--- config.mk ---
export PLATFORM = sky130hd
export DESIGN_NAME = merlin_bus_arbiter
export DESIGN_NICKNAME = d
export VERILOG_FILES = /design/src/rtl/merlin_bus_arbiter.sv
export SDC_FILE = /design/constraint.sdc
export NUM_CORES = 1
export LEC_CHECK = 0
export CAP_MARGIN = 25
export CORE_AREA = 2 2 109 111
export CTS_BUF_LIST = sky130_fd_sc_hd__clkbuf_16
export CTS_CLUSTER_DIAMETER = 120
export CTS_CLUSTER_SIZE = 8
export DETAILED_ROUTE_END_ITERATION = 16
export DIE_AREA = 0 0 111 113
export PLACE_DENSITY_LB_ADDON = 0.25
export SYNTH_ARGS = -nofsm -noshare
export SYNTH_HDL_FRONTEND = slang
export SYNTH_SLANG_ARGS = --single-unit
--- constraint.sdc ---
create_clock -name clk_i -period 3.1 [get_ports clk_i]
set_input_delay 0.62 -clock clk_i [delete_from_list [all_inputs] [get_ports clk_i]]
set_output_delay 0.62 -clock clk_i [all_outputs]
set_load 0.005 [all_outputs]
--- src/rtl/merlin_bus_arbiter.sv ---
// merlin_bus_arbiter: two-to-one arbiter that shares one in-order memory port
// between the instruction fetch bus and the load/store data bus. Requests and
// responses pass through combinationally. A small source FIFO remembers which
// requester issued each outstanding request, so every in-order response is
// returned to the requester that issued it.
module merlin_bus_arbiter #(
    parameter int unsigned C_MAX_OUTSTANDING_X = 2,
    parameter bit          C_ROUND_ROBIN       = 1'b0
) (
    input  logic        clk_i,
    input  logic        reset_i,
    input  logic        clk_en_i,

    // instruction bus
    input  logic        ireqvalid_i,
    output logic        ireqready_o,
    input  logic [1:0]  ireqhpl_i,
    input  logic [31:0] ireqaddr_i,
    output logic        irspvalid_o,
    input  logic        irspready_i,
    output logic        irsprerr_o,
    output logic [31:0] irspdata_o,

    // data bus
    input  logic        dreqvalid_i,
    output logic        dreqready_o,
    input  logic [1:0]  dreqhpl_i,
    input  logic [31:0] dreqaddr_i,
    input  logic        dreqwr_i,
    input  logic [1:0]  dreqsize_i,
    input  logic [31:0] dreqdata_i,
    output logic        drspvalid_o,
    input  logic        drspready_i,
    output logic        drsprerr_o,
    output logic [31:0] drspdata_o,

    // memory bus
    output logic        mreqvalid_o,
    input  logic        mreqready_i,
    output logic [1:0]  mreqhpl_o,
    output logic [31:0] mreqaddr_o,
    output logic        mreqwr_o,
    output logic [1:0]  mreqsize_o,
    output logic [31:0] mreqdata_o,
    input  logic        mrspvalid_i,
    output logic        mrspready_o,
    input  logic        mrsprerr_i,
    input  logic [31:0] mrspdata_i
);

    localparam int unsigned PTR_W = C_MAX_OUTSTANDING_X;
    localparam int unsigned LVL_W = C_MAX_OUTSTANDING_X + 1;
    localparam int unsigned DEPTH = 1 << C_MAX_OUTSTANDING_X;

    typedef enum logic {
        SRC_INSTR = 1'b0,
        SRC_DATA  = 1'b1
    } src_e;

    // tracker: one bit per outstanding request, 1 = issued by the data bus
    logic [DEPTH-1:0] track_q, track_d;
    logic [PTR_W-1:0] wptr_q, wptr_d;
    logic [PTR_W-1:0] rptr_q, rptr_d;
    logic [LVL_W-1:0] level_q, level_d;

    // arbitration history and stall hold
    src_e last_q, last_d;
    logic lock_q, lock_d;
    src_e lock_src_q, lock_src_d;

    logic space;
    logic empty;
    logic head;
    logic locked_valid;
    src_e grant;
    logic grant_valid;
    logic accept;
    logic stall;
    logic push;
    logic pop;

    // room for another outstanding request; a same-cycle pop does not count
    assign space = (level_q < LVL_W'(DEPTH));
    assign empty = (level_q == '0);
    assign head  = track_q[rptr_q];

    assign locked_valid = (lock_src_q == SRC_DATA) ? dreqvalid_i : ireqvalid_i;

    // request arbitration: locked source first, then single requester, then policy
    always_comb begin
        grant = SRC_DATA;
        if (lock_q && locked_valid) begin
            grant = lock_src_q;
        end else if (ireqvalid_i && !dreqvalid_i) begin
            grant = SRC_INSTR;
        end else if (dreqvalid_i && !ireqvalid_i) begin
            grant = SRC_DATA;
        end else if (ireqvalid_i && dreqvalid_i) begin
            if (C_ROUND_ROBIN && (last_q == SRC_DATA)) begin
                grant = SRC_INSTR;
            end else begin
                grant = SRC_DATA;
            end
        end
    end

    assign grant_valid = (grant == SRC_DATA) ? dreqvalid_i : ireqvalid_i;

    assign mreqvalid_o = space & grant_valid;
    assign ireqready_o = mreqready_i & space & (grant == SRC_INSTR);
    assign dreqready_o = mreqready_i & space & (grant == SRC_DATA);

    assign accept = mreqvalid_o & mreqready_i;
    assign stall  = mreqvalid_o & ~mreqready_i;

    // request payload mux; instruction fetches are always word loads
    always_comb begin
        if (grant == SRC_DATA) begin
            mreqhpl_o  = dreqhpl_i;
            mreqaddr_o = dreqaddr_i;
            mreqwr_o   = dreqwr_i;
            mreqsize_o = dreqsize_i;
            mreqdata_o = dreqdata_i;
        end else begin
            mreqhpl_o  = ireqhpl_i;
            mreqaddr_o = ireqaddr_i;
            mreqwr_o   = 1'b0;
            mreqsize_o = 2'b10;
            mreqdata_o = 32'h0;
        end
    end

    // response routing by tracker head; with an empty tracker responses are swallowed
    assign mrspready_o = empty | (head ? drspready_i : irspready_i);
    assign irspvalid_o = mrspvalid_i & ~empty & ~head;
    assign drspvalid_o = mrspvalid_i & ~empty & head;
    assign irsprerr_o  = mrsprerr_i;
    assign drsprerr_o  = mrsprerr_i;
    assign irspdata_o  = mrspdata_i;
    assign drspdata_o  = mrspdata_i;

    assign push = accept;
    assign pop  = mrspvalid_i & mrspready_o & ~empty;

    // next-state for tracker, arbitration history and stall lock
    always_comb begin
        track_d    = track_q;
        wptr_d     = wptr_q;
        rptr_d     = rptr_q;
        level_d    = level_q;
        last_d     = last_q;
        lock_d     = lock_q;
        lock_src_d = lock_src_q;

        if (push) begin
            track_d[wptr_q] = (grant == SRC_DATA);
            wptr_d          = wptr_q + PTR_W'(1);
        end
        if (pop) begin
            rptr_d = rptr_q + PTR_W'(1);
        end
        case ({push, pop})
            2'b10:   level_d = level_q + LVL_W'(1);
            2'b01:   level_d = level_q - LVL_W'(1);
            default: level_d = level_q;
        endcase

        if (accept) begin
            last_d = grant;
            lock_d = 1'b0;
        end else if (stall) begin
            lock_d     = 1'b1;
            lock_src_d = grant;
        end else if (lock_q && !locked_valid) begin
            lock_d = 1'b0;
        end
    end

    // state registers, frozen while clk_en_i is low
    always_ff @(posedge clk_i or posedge reset_i) begin
        if (reset_i) begin
            track_q    <= '0;
            wptr_q     <= '0;
            rptr_q     <= '0;
            level_q    <= '0;
            last_q     <= SRC_INSTR;
            lock_q     <= 1'b0;
            lock_src_q <= SRC_INSTR;
        end else if (clk_en_i) begin
            track_q    <= track_d;
            wptr_q     <= wptr_d;
            rptr_q     <= rptr_d;
            level_q    <= level_d;
            last_q     <= last_d;
            lock_q     <= lock_d;
            lock_src_q <= lock_src_d;
        end
    end

endmodule

==> flow_metrics.py, run 1 <==
metrics = {
    "routing": {
        "vias_per_cell": 3.88,
        "first_pass_iters": 4,
        "vias": 1865,
        "routedWlPerCell_um": 16.4,
        "ant_nets": 0,
        "drc_errors": 0,
        "wirelength_um": 7870,
        "drt_iter0_markers": 68,
    },
    "sta": {
        "fin_crit_sh_pct": 96.7,
        "hold_slack_ns": 0.486,
        "fin_crit_ns": 3.00,
        "worstMarginPinSlew_ns": 0.538,
        "setup_viol_count_final": 0,
        "relSlewSlack_pct": 63.6,
        "rsz0062_at_grt": "no",
        "skew_ns": 0.00233,
        "hold_viol": 0,
        "fmax_mhz": 334,
        "slew_violations": 0,
        "finalSetupTns_ns": 0,
    },
    "clock_network": {
        "clock_latency_ns": 0.24,
        "cts_root_buf": "clkbuf_16",
        "clock_path_buffers": 2,
        "clkTransAtPathRegs_ns": 0.04,
        "htree_levels": 1,
        "postCtsHoldBufs": 0,
        "numClockSinks": 13,
        "cts_tree": "built",
        "cts_made_buffers": 3,
    },
    "finish": {
        "fill_cells": 1190,
        "nets": 490,
        "final_common_cell": "clkdlybuf4s50_1",
        "regArea_um2": 325,
        "final_layout_size_suffix_gt1_share_pct": 14.8,
        "multiInputGateArea_um2": 1000,
        "utilization_pct": 31.6,
        "antenna_cells": 0,
        "syn2layout_area_growth_pct": 88.9,
        "final_cell_mix": "clkdlybuf4s50_1 (186), and2_1 (34), mux2_2 (34)",
    },
    "critical_path": {
        "cp-startpoint": "dreqvalid_i",
        "cp_common_cell": "clkdlybuf4s50_1",
        "timing.rr.end": "level_q[2]",
        "start_kind": "input port",
        "arrival_ns": 2.38,
        "slowest_stage": "clkdlybuf4s50_1",
        "cp_slowest_stage_delay_ns": 0.51,
        "r2r_start": "rptr_q[0]",
        "crit_end": "mreqaddr_o[2]",
        "worstSetupPathType": "input port to output port",
        "r2r_cells": 9,
        "cp-end-kind": "output port",
        "crit_chain": "clkdlybuf4s50_1, o21ai_2, nand2_4, buf_12, mux2_2, clkdlybuf4s50_1",
        "rrSetupSlack_ns": 0.66,
        "required_ns": 2.48,
        "worst-path-max-fanout": 25,
    },
    "power": {
        "power_density_nw_per_um2": 399,
        "seqPwrFrac_pct": 22.7,
        "combinationalPowerShare_pct": 60.4,
        "p_switching_uw": 446,
        "clkPwrFrac_pct": 17.0,
        "p_int_uw": 978,
        "peakVddDrop_mv": 0.271,
        "switching_share_pct": 31.3,
        "leakagePower_nw": 1.39,
    },
    "hold_path": {
        "hp-class": "register to register",
        "hold_path_depth": 1,
    },
    "global_route": {
        "grt_overflow_total": 0,
        "antenna_found_initial": 0,
        "grt_pass1_vias": 1963,
        "grt_max_degree": 46,
        "grt_pass1_wl_um": 11400,
        "grt_usage_pct": 11.5,
    },
    "synth": {
        "synth-seq-cells": 13,
        "yosysWarnings": 0,
        "ys_seq_area_share_pct": 17.2,
        "synthesis.nets": 368,
        "synth_area_per_cell_um2": 8.70,
        "syn_inst": 217,
        "ys_types": 30,
        "netlist_area_um2": 1890,
    },
    "floorplanning": {
        "core_um2": 11300,
        "std_cell_rows": 39,
        "die_width_um": 111,
        "die_y_um": 113,
        "dieArea_um2": 12500,
        "initial_core_util_pct": 16.7,
        "io_pins": 286,
    },
    "place": {
        "dpl.hpwl_um": 6860,
        "place.gp.congestion": 0.801,
        "place.port_buffers": 186,
    },
    "job": {
        "cap_violations": 0,
    },
    "status": {
        "outcome": "complete, no violations",
    },
}
-- timing repair --
action / CTS / global route
setup buffers: 0 / 0
gates resized for setup: 0 / 1
endpoints found under the setup margin: 0 / 6
-- per-stage QoR --
| step | setup slack [ns] | area, µm² | cells | power [mW] |
|---|---|---|---|---|
| finish | 0.103 | 3570 | 481 | 1.42 |
| global route | 0.0219 | 3570 | 481 | 1.54 |
| CTS | 0.0636 | 3540 | 480 | 1.43 |
| detailed placement | 0.0698 | 3460 | 476 | 1.18 |
| global placement | 0.0814 | 3460 | 476 | 1.17 |
| floorplan | 0.866 | 1890 | 217 | 0.778 |
-- cell type report --
cell class	instances	share of cell area (%)
clock buffer	3	2.11
tap	143	5.02
inverter	8	0.842
timing repair buffer	192	54.7
multi-input combinational	121	28.1
sequential	13	9.12
clock inverter	1	0.105
-- synthesized netlist by cell type (all sizes together) --
library cell	count	area [µm²]
buf	72	526
and2	34	213
mux2	34	383
dfrtp	13	325
inv	8	30.0
nor2	8	30.0
a21oi	5	25.0
ha	5	62.6
nand2	5	18.8
a41oi	4	35.0
o21ai	4	23.8
clkbuf	3	11.3
nand2b	3	18.8
xnor2	3	26.3
xor2	3	26.3
mux2i	2	23.8
nor3b	2	20.0
a21o	1	7.51
a31oi	1	6.26
and3	1	7.51
fa	1	20.0
mux4	1	22.5
nand3	1	5.00
nor4b	1	8.76
or2	1	6.26
or3	1	6.26
-- worst max-delay path: cells and delay by family --
| kind | cells | cell delay [ns] |
|---|---|---|
| buffers and inverters | 3 | 1.14 |
| muxes | 1 | 0.37 |
| and+or+nand+nor | 1 | 0.13 |
| AOI/OAI and AO/OA | 1 | 0.09 |
-- power by group through the flow --
stage	combinational (mW)	clock [mW]	sequential (mW)
2_1_floorplan	0.472	0	0.307
3_3_place_gp	0.846	0	0.324
3_5_place_dp	0.857	0	0.326
4_1_cts	0.864	0.245	0.325
5_1_grt	0.949	0.253	0.339
6_report	0.859	0.242	0.323
-- registers in the layout (all words and copies together), names as in the netlist --
register,cells
track_q,4
wptr_q,2
lock_src_q,1
rptr_q,2
level_q,3
lock_q,1
-- layer usage --
metal / global-route usage, % / share of wire, % / vias up
met5: 0 / 0 / -
met4: 1.75 / 0.48 / 0
met3: 2.52 / 7.0 / 6
met2: 21.4 / 52 / 119
met1: 14.0 / 40 / 855
li1: - / - / 885
-- how the worst min path moves through the flow --
stage	from	endpoint	slack (ns)
finish	lock_q	lock_q	0.49
global route	rptr_q[1]	rptr_q[1]	0.51
CTS	lock_q	lock_q	0.49
detailed placement	rptr_q[1]	rptr_q[1]	0.47
global placement	rptr_q[1]	rptr_q[1]	0.47
floorplan	rptr_q[1]	rptr_q[1]	0.45
-- kinds of logic after synthesis --
| family | Yosys count | synth area share (%) |
|---|---|---|
| compound gates | 15 | 5.17 |
| xor+xnor | 6 | 2.78 |
| fa+ha+maj | 6 | 4.37 |
| buf+inv | 83 | 30.0 |
| flops | 13 | 17.2 |
| mux | 37 | 22.7 |
| simple gates | 57 | 17.7 |
No activity file was read; power rests on OpenSTA's default activity.
==> run 2: changes to the inputs <==
Settings changed: CTS_CLUSTER_DIAMETER 120 to not set.
==> results of run 2 <==
The final DEF is identical to that of run 1; final timing and power are the same.
